$ cat config.mk
export PLATFORM = sky130hd
export DESIGN_NAME = halut_result_collector
export DESIGN_NICKNAME = d
export VERILOG_FILES = /design/src/rtl/halut_result_collector.sv
export SDC_FILE = /design/constraint.sdc
export NUM_CORES = 1
export LEC_CHECK = 0
export CAP_MARGIN = 10
export CORE_ASPECT_RATIO = 1.1
export CORE_UTILIZATION = 57
export DETAILED_ROUTE_END_ITERATION = 7
export GPL_TIMING_DRIVEN = 0
export HOLD_SLACK_MARGIN = 0.1
export MAX_ROUTING_LAYER = met4
export PLACE_DENSITY = 0.8
export SETUP_SLACK_MARGIN = 0.5
export SLEW_MARGIN = 15
export SYNTH_ARGS = -nofsm -noshare
export SYNTH_HDL_FRONTEND = slang
export SYNTH_SLANG_ARGS = --single-unit
export TNS_END_PERCENT = 100
$ cat constraint.sdc
create_clock -name clk_i -period 6.4 [get_ports clk_i]
set_input_delay 0.64 -clock clk_i [delete_from_list [all_inputs] [get_ports clk_i]]
set_output_delay 0.64 -clock clk_i [all_outputs]
set_load 0.01 [all_outputs]
$ cat src/rtl/halut_result_collector.sv
// HALUT result collector: per-lane result FIFOs, round-robin serializer onto a
// single valid/ready stream, completed-row counter and sticky overflow flag.
module halut_result_collector #(
  parameter int unsigned DecUnitsX   = 4,
  parameter int unsigned M           = 32,
  parameter int unsigned MAddrWidth  = $clog2(M),
  parameter int unsigned ResultWidth = 32,
  parameter int unsigned FifoDepth   = 4,
  parameter int unsigned RowCntWidth = 16,
  localparam int unsigned LaneWidth  = $clog2(DecUnitsX)
) (
  input  logic                             clk_i,
  input  logic                             rst_i,
  input  logic                             clear_i,
  input  logic [DecUnitsX*ResultWidth-1:0] result_i,
  input  logic [DecUnitsX-1:0]             valid_i,
  input  logic [DecUnitsX*MAddrWidth-1:0]  m_addr_i,
  output logic                             out_valid_o,
  input  logic                             out_ready_i,
  output logic [ResultWidth-1:0]           out_result_o,
  output logic [MAddrWidth-1:0]            out_m_addr_o,
  output logic [LaneWidth-1:0]             out_lane_o,
  output logic                             row_done_o,
  output logic [RowCntWidth-1:0]           row_count_o,
  output logic                             overflow_o
);

  localparam int unsigned AddrW   = $clog2(FifoDepth);
  localparam int unsigned PtrW    = AddrW + 1;
  localparam int unsigned EntryW  = ResultWidth + MAddrWidth;
  localparam int unsigned RowPosW = (M > 1) ? $clog2(M) : 1;

  logic [EntryW-1:0]      mem_q [DecUnitsX][FifoDepth];
  logic [PtrW-1:0]        wr_ptr_q [DecUnitsX];
  logic [PtrW-1:0]        wr_ptr_d [DecUnitsX];
  logic [PtrW-1:0]        rd_ptr_q [DecUnitsX];
  logic [PtrW-1:0]        rd_ptr_d [DecUnitsX];
  logic [DecUnitsX-1:0]   empty_c, full_c, push_c, pop_c;
  logic [LaneWidth-1:0]   rr_ptr_q, rr_ptr_d, sel_c, cand_c;
  logic                   found_c, load_c, hs_c;
  logic                   out_valid_q, out_valid_d;
  logic [ResultWidth-1:0] out_result_q, out_result_d;
  logic [MAddrWidth-1:0]  out_m_addr_q, out_m_addr_d;
  logic [LaneWidth-1:0]   out_lane_q, out_lane_d;
  logic [RowPosW-1:0]     row_pos_q, row_pos_d;
  logic                   row_done_q, row_done_d;
  logic [RowCntWidth-1:0] row_count_q, row_count_d;
  logic                   overflow_q, overflow_d;

  // Per-lane FIFO occupancy from wrap-bit pointers.
  always_comb begin
    empty_c = '0;
    full_c  = '0;
    for (int x = 0; x < int'(DecUnitsX); x++) begin
      empty_c[x] = (wr_ptr_q[x] == rd_ptr_q[x]);
      full_c[x]  = ((wr_ptr_q[x] - rd_ptr_q[x]) == PtrW'(FifoDepth));
    end
  end

  // Round-robin pick: first non-empty lane at or after the pointer.
  always_comb begin
    found_c = 1'b0;
    sel_c   = '0;
    cand_c  = '0;
    for (int unsigned i = 0; i < DecUnitsX; i++) begin
      cand_c = LaneWidth'((32'(rr_ptr_q) + i) % DecUnitsX);
      if (!found_c && !empty_c[cand_c]) begin
        found_c = 1'b1;
        sel_c   = cand_c;
      end
    end
  end

  // Handshake, pop and push decisions; a full FIFO popped this cycle still accepts.
  always_comb begin
    load_c = !out_valid_q || out_ready_i;
    hs_c   = out_valid_q && out_ready_i;
    pop_c  = '0;
    if (load_c && found_c) pop_c[sel_c] = 1'b1;
    push_c = valid_i & (~full_c | pop_c);
  end

  // Next-state for pointers, output register, row tracking and overflow.
  always_comb begin
    for (int x = 0; x < int'(DecUnitsX); x++) begin
      wr_ptr_d[x] = wr_ptr_q[x] + PtrW'(push_c[x]);
      rd_ptr_d[x] = rd_ptr_q[x] + PtrW'(pop_c[x]);
    end
    rr_ptr_d     = rr_ptr_q;
    out_valid_d  = out_valid_q;
    out_result_d = out_result_q;
    out_m_addr_d = out_m_addr_q;
    out_lane_d   = out_lane_q;
    row_pos_d    = row_pos_q;
    row_done_d   = 1'b0;
    row_count_d  = row_count_q;
    overflow_d   = overflow_q | (|(valid_i & full_c & ~pop_c));

    if (load_c) begin
      if (found_c) begin
        out_valid_d                  = 1'b1;
        {out_result_d, out_m_addr_d} = mem_q[sel_c][rd_ptr_q[sel_c][AddrW-1:0]];
        out_lane_d                   = sel_c;
        rr_ptr_d = (sel_c == LaneWidth'(DecUnitsX - 1)) ? '0 : sel_c + LaneWidth'(1);
      end else begin
        out_valid_d = 1'b0;
      end
    end

    if (hs_c) begin
      if (row_pos_q == RowPosW'(M - 1)) begin
        row_pos_d   = '0;
        row_count_d = row_count_q + RowCntWidth'(1);
        row_done_d  = 1'b1;
      end else begin
        row_pos_d = row_pos_q + RowPosW'(1);
      end
    end
  end

  // State registers; reset and clear flush everything.
  always_ff @(posedge clk_i) begin
    if (rst_i || clear_i) begin
      for (int x = 0; x < int'(DecUnitsX); x++) begin
        wr_ptr_q[x] <= '0;
        rd_ptr_q[x] <= '0;
      end
      rr_ptr_q     <= '0;
      out_valid_q  <= 1'b0;
      out_result_q <= '0;
      out_m_addr_q <= '0;
      out_lane_q   <= '0;
      row_pos_q    <= '0;
      row_done_q   <= 1'b0;
      row_count_q  <= '0;
      overflow_q   <= 1'b0;
    end else begin
      for (int x = 0; x < int'(DecUnitsX); x++) begin
        wr_ptr_q[x] <= wr_ptr_d[x];
        rd_ptr_q[x] <= rd_ptr_d[x];
      end
      rr_ptr_q     <= rr_ptr_d;
      out_valid_q  <= out_valid_d;
      out_result_q <= out_result_d;
      out_m_addr_q <= out_m_addr_d;
      out_lane_q   <= out_lane_d;
      row_pos_q    <= row_pos_d;
      row_done_q   <= row_done_d;
      row_count_q  <= row_count_d;
      overflow_q   <= overflow_d;
    end
  end

  // FIFO storage; contents need no reset since pointers define validity.
  always_ff @(posedge clk_i) begin
    for (int x = 0; x < int'(DecUnitsX); x++) begin
      if (push_c[x]) begin
        mem_q[x][wr_ptr_q[x][AddrW-1:0]] <= {result_i[x*ResultWidth +: ResultWidth],
                                             m_addr_i[x*MAddrWidth +: MAddrWidth]};
      end
    end
  end

  assign out_valid_o  = out_valid_q;
  assign out_result_o = out_result_q;
  assign out_m_addr_o = out_m_addr_q;
  assign out_lane_o   = out_lane_q;
  assign row_done_o   = row_done_q;
  assign row_count_o  = row_count_q;
  assign overflow_o   = overflow_q;

endmodule

==> impl_metrics.tcl, run 1 <==
set metrics [dict create \
    fin_ws_ns 0.913 \
    synth_mux_area_share_pct 2.94 \
    drc 0 \
    yosys.cell_types.count 57 \
    cts_buffer_depth 3 \
    routed_wl_um 88200 \
    synth_compound_area_share_pct 9.48 \
    max_cap_violations 0 \
    crit_path_start_kind "register" \
    synth_seq_cells 681 \
    hold_path_class "register to register" \
    yosysTopAreaCell "edfxtp_1" \
    clk_latency_ns 0.63 \
    multi_input_area_mm2 0.00706 \
    crit_buf_inv 6 \
    synth-async-reset-ratio_pct 0 \
    p_leak_uw 0.0121 \
    drt_iter0_drc 3225 \
    synth_area_leaders "edfxtp_1 (65%), dfxtp_1 (6.5%), nand2_1 (4.9%), a211oi_1 (4.0%), and3_1 (3.6%)" \
    drv_slew 0 \
    ant_nets 0 \
    tritoncts "built" \
    max_freq_mhz 182 \
    cp_slowest_cell "nor3b_2" \
    place_ws_ns 1.10 \
    ys_seq_area_share_pct 71.7 \
    drive_above_1_share_pct 8.87 \
    crit_family "buffers and inverters" \
    syn2layout_area_growth_pct 20.5 \
    die_h_um 231 \
    seqCellArea_mm2 0.0196 \
    clkSlewWorstSetupHoldPaths_ns 0.06 \
    ios 214 \
    gr-total-overflow 0 \
    cts-hold-fix-buffers 0 \
    hpwl_um 58100 \
    yosys_most_used_dff "edfxtp_1" \
    die-area_mm2 0.0487 \
    gp_congestion 0.906 \
    drtPass1Iterations 6 \
    worstPathArrival_ns 5.79 \
    status "finished clean" \
    cts_root_buf "clkbuf_16" \
    tightest_slew_ns 0.971 \
    synth_common_cells "edfxtp_1 (592), nand2_1 (354), and3_1 (159)" \
    synth_top_area_share_pct 65.2 \
    grt_pass1_vias 19900 \
    netlist_area_mm2 0.0273 \
    worstSetupPathType "register to register" \
    htree_levels 3 \
    grt_start_max_net_pins 38 \
    critPathCaptureType "register" \
    fin_crit_ns 5.49 \
    synthMostInstantiatedCell "edfxtp_1" \
    antenna_found_initial 0 \
    drt-wirelength-per-cell_um 29.7 \
    yosys.area_share.simple_pct 10.8 \
    vias_per_cell 6.69 \
    synth_fp_nets 2151 \
    port_buffers 213 \
    synth-xor-area-share_pct 0.986 \
    num-nets-final 2467 \
    synthAdderAreaFrac_pct 1.42 \
    ctsResizeCount 0 \
    fp.dieW_um 211 \
    start_util_pct 58.1 \
    critPathMaxStageDelay_ns 0.82 \
    max-slew-margin-rel_pct 35.0 \
    fillCellCount 3052 \
    rsz0062_at_grt "no" \
    p_total_uw 11800 \
    num_vias 19900 \
    fp.coreArea_mm2 0.0469 \
    instances_no_fill 2971 \
    setup_violations 0 \
    cts_setup_buffers 0 \
    grt.total_usage_pct 37.5 \
    avgSynthCellArea_um2 13.9 \
    ys.warnings.count 0 \
    num_antenna_cells 0 \
    power_density_mw_per_mm2 360 \
    crit_path_cell_trace "inv_1 -> ha_1 -> nand2_1 -> o21ai_1 -> a21boi_1 -> nand2_2 -> inv_2 -> buf_2 -> buf_1 -> ha_1 -> and2_1 -> nand3b_1 -> and2_1 -> nor3b_2 -> buf_6 -> buf_4" \
    setup-tns-final_ns 0 \
    finalCritPeriodShare_pct 85.7 \
    placed_cells 2848 \
    hold_viol_final 0 \
    synth_edf_count 592 \
    path_max_fanout 11 \
    grt_pass1_wl_um 126000 \
    synth_top_family_by_area "simple AND/OR/NAND/NOR gates" \
    fin_worst_skew_ns 0.0366 \
    utilization_pct 70.1 \
    syn_inst 1964 \
    rows 83 \
    cp.required_ns 6.70 \
    ir_worst_vdd_v 0.000210 \
    cts-buffers-inserted 67 \
    clock_sinks 681 \
]
==> report_power, final <==
| group | total (uW) | internal [uW] | leakage (uW) | switching (uW) |
|---|---|---|---|---|
| Clock | 3920 | 2230 | 0.00105 | 1690 |
| Sequential | 5110 | 5020 | 0.00616 | 88.3 |
| Combinational | 2810 | 885 | 0.00490 | 1920 |
| Total | 11800 | 8130 | 0.0121 | 3700 |
==> metrics by stage <==
step | area [um^2] | hold slack [ns]
2_1_floorplan | 27300 | 0.441
3_3_place_gp | 30200 | 0.448
3_5_place_dp | 30700 | 0.458
4_1_cts | 32900 | 0.468
5_1_grt | 32900 | 0.491
6_report | 32900 | 0.466
==> cells by family after synthesis <==
| family | Yosys count |
|---|---|
| buffers and inverters | 156 |
| adders and majority gates | 31 |
| muxes | 79 |
| xor gates and xnor gates | 29 |
| AOI/OAI and AO/OA | 366 |
| DFF | 681 |
| and+or+nand+nor | 622 |
==> registers in the layout, summed over array words and instances, names as in the netlist <==
register	cells
rr_ptr_q	2
out_lane_o	2
out_valid_o	1
overflow_o	1
wr_ptr_q	12
row_done_o	1
out_m_addr_o	5
row_pos_q	5
rd_ptr_q	12
mem_q	592
out_result_o	32
row_count_o	16
==> layer usage <==
| layer | global-route usage, % | vias to the layer above | part of all wire [%] |
|---|---|---|---|
| met5 | - | - | 0 |
| met4 | 22.4 | 0 | 6.3 |
| met3 | 9.05 | 394 | 13 |
| met2 | 57.3 | 1835 | 46 |
| met1 | 45.4 | 9516 | 34 |
| li1 | - | 8125 | - |
==> worst reg2reg max path, stage by stage, from the launching register on <==
cell and delay (ns):
dfxtp_1 0.46, inv_1 0.14, ha_1 0.31, nand2_1 0.13, o21ai_1 0.23, a21boi_1 0.21, nand2_2 0.20, inv_2 0.35
buf_2 0.42, buf_1 0.65, ha_1 0.26, and2_1 0.15, nand3b_1 0.13, and2_1 0.22, nor3b_2 0.82, buf_6 0.27
buf_4 0.23
==> cells in the final DEF (no fill, tap or decap), types with 6 or more instances in the layout <==
cell             netlist  layout
buf_4                  5      25
and2_1                28      28
clkinv_2               0       9
clkbuf_16              0      69
xnor2_1               17      17
mux2i_1               78      78
clkdlybuf4s50_1        0     213
buf_8                  6       6
o21ai_0                6       6
buf_12                 1       6
clkinv_1               0      14
nand3_1                7       7
clkbuf_1              95     108
inv_1                 14      14
buf_2                 30      30
edfxtp_1             592     592
nand2_1              354     354
nor2_1                40      35
a211oi_1             147     147
ha_1                  31      31
a31oi_1              148     148
xor2_1                10      10
o221ai_1              37      37
dfxtp_1               89      89
and3_1               159     153
a21oi_1               15      15
==> final cells by class <==
| class | instances | area share [%] |
|---|---|---|
| flip-flops and latches | 681 | 59.5 |
| multi-input cells | 1127 | 21.5 |
| repair buffers | 247 | 7.80 |
| clock buffers | 85 | 5.52 |
| well taps | 637 | 2.42 |
| plain buffers | 140 | 2.06 |
| clock inverters | 38 | 1.05 |
| inverters | 16 | 0.198 |
==> worst paths after layout <==
kind                    startpoint                to  slack [ns]  cells past startpoint
setup / recovery    wr_ptr_q[0][0]     mem_q[2][117]        0.91                     16
hold / removal    out_result_o[19]  out_result_o[19]        0.47                      2
setup reg to reg    wr_ptr_q[0][0]     mem_q[2][117]        0.91                     16
hold reg to reg   out_result_o[19]  out_result_o[19]        0.47                      2
Power figures use the tool's default switching activity.
==> run 2: changes to the inputs <==
==> constraint.sdc (replaced) <==
create_clock -name clk_i -period 6.1 [get_ports clk_i]
set_input_delay 0.61 -clock clk_i [delete_from_list [all_inputs] [get_ports clk_i]]
set_output_delay 0.61 -clock clk_i [all_outputs]
set_load 0.01 [all_outputs]
==> impl_metrics.tcl, run 2 (synthesized netlist as in run 1, its figures left out) <==
set metrics [dict create \
    status "finished clean" \
    clock_sinks 681 \
    rsz0062_at_grt "no" \
    hold_viol_final 0 \
    hold_path_class "register to register" \
    crit_family "buffers and inverters" \
    start_util_pct 58.1 \
    max-slew-margin-rel_pct 35.3 \
    placed_cells 2843 \
    layout_common_cells "edfxtp_1 (592), nand2_1 (354), clkdlybuf4s50_1 (213)" \
    num_vias 19900 \
    utilization_pct 70.1 \
    fin_crit_ns 5.36 \
    fp.coreArea_mm2 0.0469 \
    htree_levels 3 \
    path_max_fanout 11 \
    tightest_slew_ns 0.970 \
    r2r_cells 17 \
    fillCellCount 3028 \
    grt.total_usage_pct 37.0 \
    die-area_mm2 0.0487 \
    cts_root_buf "clkbuf_16" \
    power_density_mw_per_mm2 373 \
    critPathCaptureType "register" \
    setup_violations 0 \
    critPathMaxStageDelay_ns 0.65 \
    finalCritPeriodShare_pct 87.8 \
    grt_pass1_wl_um 125000 \
    ir_worst_vdd_v 0.000317 \
    tritoncts "built" \
    vias_per_cell 6.71 \
    ctsResizeCount 0 \
    worstHoldPathCells 2 \
    drv_slew 0 \
    fin_worst_skew_ns 0.0305 \
    crit_path_cell_trace "inv_1 -> ha_1 -> nand2_1 -> o21ai_1 -> a21boi_1 -> nand2_2 -> inv_2 -> buf_2 -> buf_1 -> ha_1 -> and2_1 -> nand3b_1 -> and2_1 -> nor3b_2 -> buf_4 -> buf_6 -> buf_4" \
    cp_num_cells 17 \
    cts_buffer_depth 3 \
    crit_path_start_kind "register" \
    worstPathArrival_ns 5.65 \
    drc 0 \
    drt-wirelength-per-cell_um 29.4 \
    p_leak_uw 0.0121 \
    routed_wl_um 87300 \
    max_cap_violations 0 \
    instances_no_fill 2966 \
    num-nets-final 2463 \
    worstSetupPathType "register to register" \
    cts-hold-fix-buffers 0 \
    largest_reg_flops 592 \
    clkSlewWorstSetupHoldPaths_ns 0.06 \
    antenna_found_initial 1 \
    cts_setup_buffers 0 \
    max_freq_mhz 187 \
    grt_start_max_net_pins 38 \
    fp.dieW_um 211 \
    clk_latency_ns 0.61 \
    cp.required_ns 6.39 \
    crit_buf_inv 7 \
    final_common_cell "edfxtp_1" \
    gp_congestion 0.937 \
    ant_nets 0 \
    gr-total-overflow 0 \
    drt_iter0_drc 3080 \
    cts-buffers-inserted 68 \
    die_h_um 231 \
    grt_pass1_vias 19800 \
    rows 83 \
    syn2layout_area_growth_pct 20.6 \
    cp_slowest_cell "buf_1" \
    drtPass1Iterations 5 \
    ios 214 \
    port_buffers 213 \
    drive_above_1_share_pct 8.59 \
    hpwl_um 58700 \
]
==> run 2: cell count changes in the layout (fill, tap and decap cells not counted), sizes merged <==
cell / change
clkbuf: +6
diode: +1
inv: -1
bufinv: -4
clkinvlp: +2
buf: -5
clkinv: -4
==> run 2: stage by stage <==
stage	setup slack, ns	total power, uW	hold WS [ns]	cell area (um^2)	setup TNS, ns
6_report	0.744	12300	0.463	32900	0
5_1_grt	0.577	12600	0.478	32900	0
4_1_cts	0.867	12100	0.468	32900	0
3_5_place_dp	0.885	8240	0.452	30800	0
3_3_place_gp	-3.23	8110	0.447	30200	-393.02
2_1_floorplan	0.317	6960	0.441	27300	0
==> run 2: final timing paths <==
| check | start | to | slack (ns) |
|---|---|---|---|
| max | wr_ptr_q[0][0] | mem_q[2][126] | 0.74 |
| min | out_result_o[15] | out_result_o[15] | 0.46 |
| max reg2reg | wr_ptr_q[0][0] | mem_q[2][126] | 0.74 |
| min reg2reg | out_result_o[15] | out_result_o[15] | 0.46 |
==> run 2: final cells by class <==
class	instances	area [um^2]	area share, %
diodes	1	2.50	0.00760
repair buffers	242	2650	8.05
clock buffers	91	1880	5.72
multi-input cells	1127	7080	21.5
inverters	16	65.1	0.198
clock inverters	31	201	0.612
well taps	637	797	2.42
flip-flops and latches	681	19600	59.4
plain buffers	140	677	2.06
==> run 2: power by group <==
part	total (uW)	internal [uW]	switching (uW)
Sequential	5370	5270	97.0
Clock	3970	2220	1750
Combinational	2940	936	2010
Total	12300	8420	3860
==> run 2: worst reg2reg max path: stages, from the launching register on <==
cell	delay, ns
dfxtp_1	0.48
inv_1	0.14
ha_1	0.30
nand2_1	0.12
o21ai_1	0.23
a21boi_1	0.22
nand2_2	0.19
inv_2	0.34
buf_2	0.40
buf_1	0.66
ha_1	0.27
and2_1	0.15
nand3b_1	0.14
and2_1	0.23
nor3b_2	0.49
buf_4	0.30
buf_6	0.19
buf_4	0.22
==> run 2: metal layers <==
layer / global-route usage, % / part of all wire (%) / vias to the layer above
li1: - / - / 8122
met1: 44.5 / 33 / 9540
met2: 56.9 / 46 / 1838
met3: 9.36 / 14 / 388
met4: 21.3 / 6.3 / 0
met5: - / 0 / -
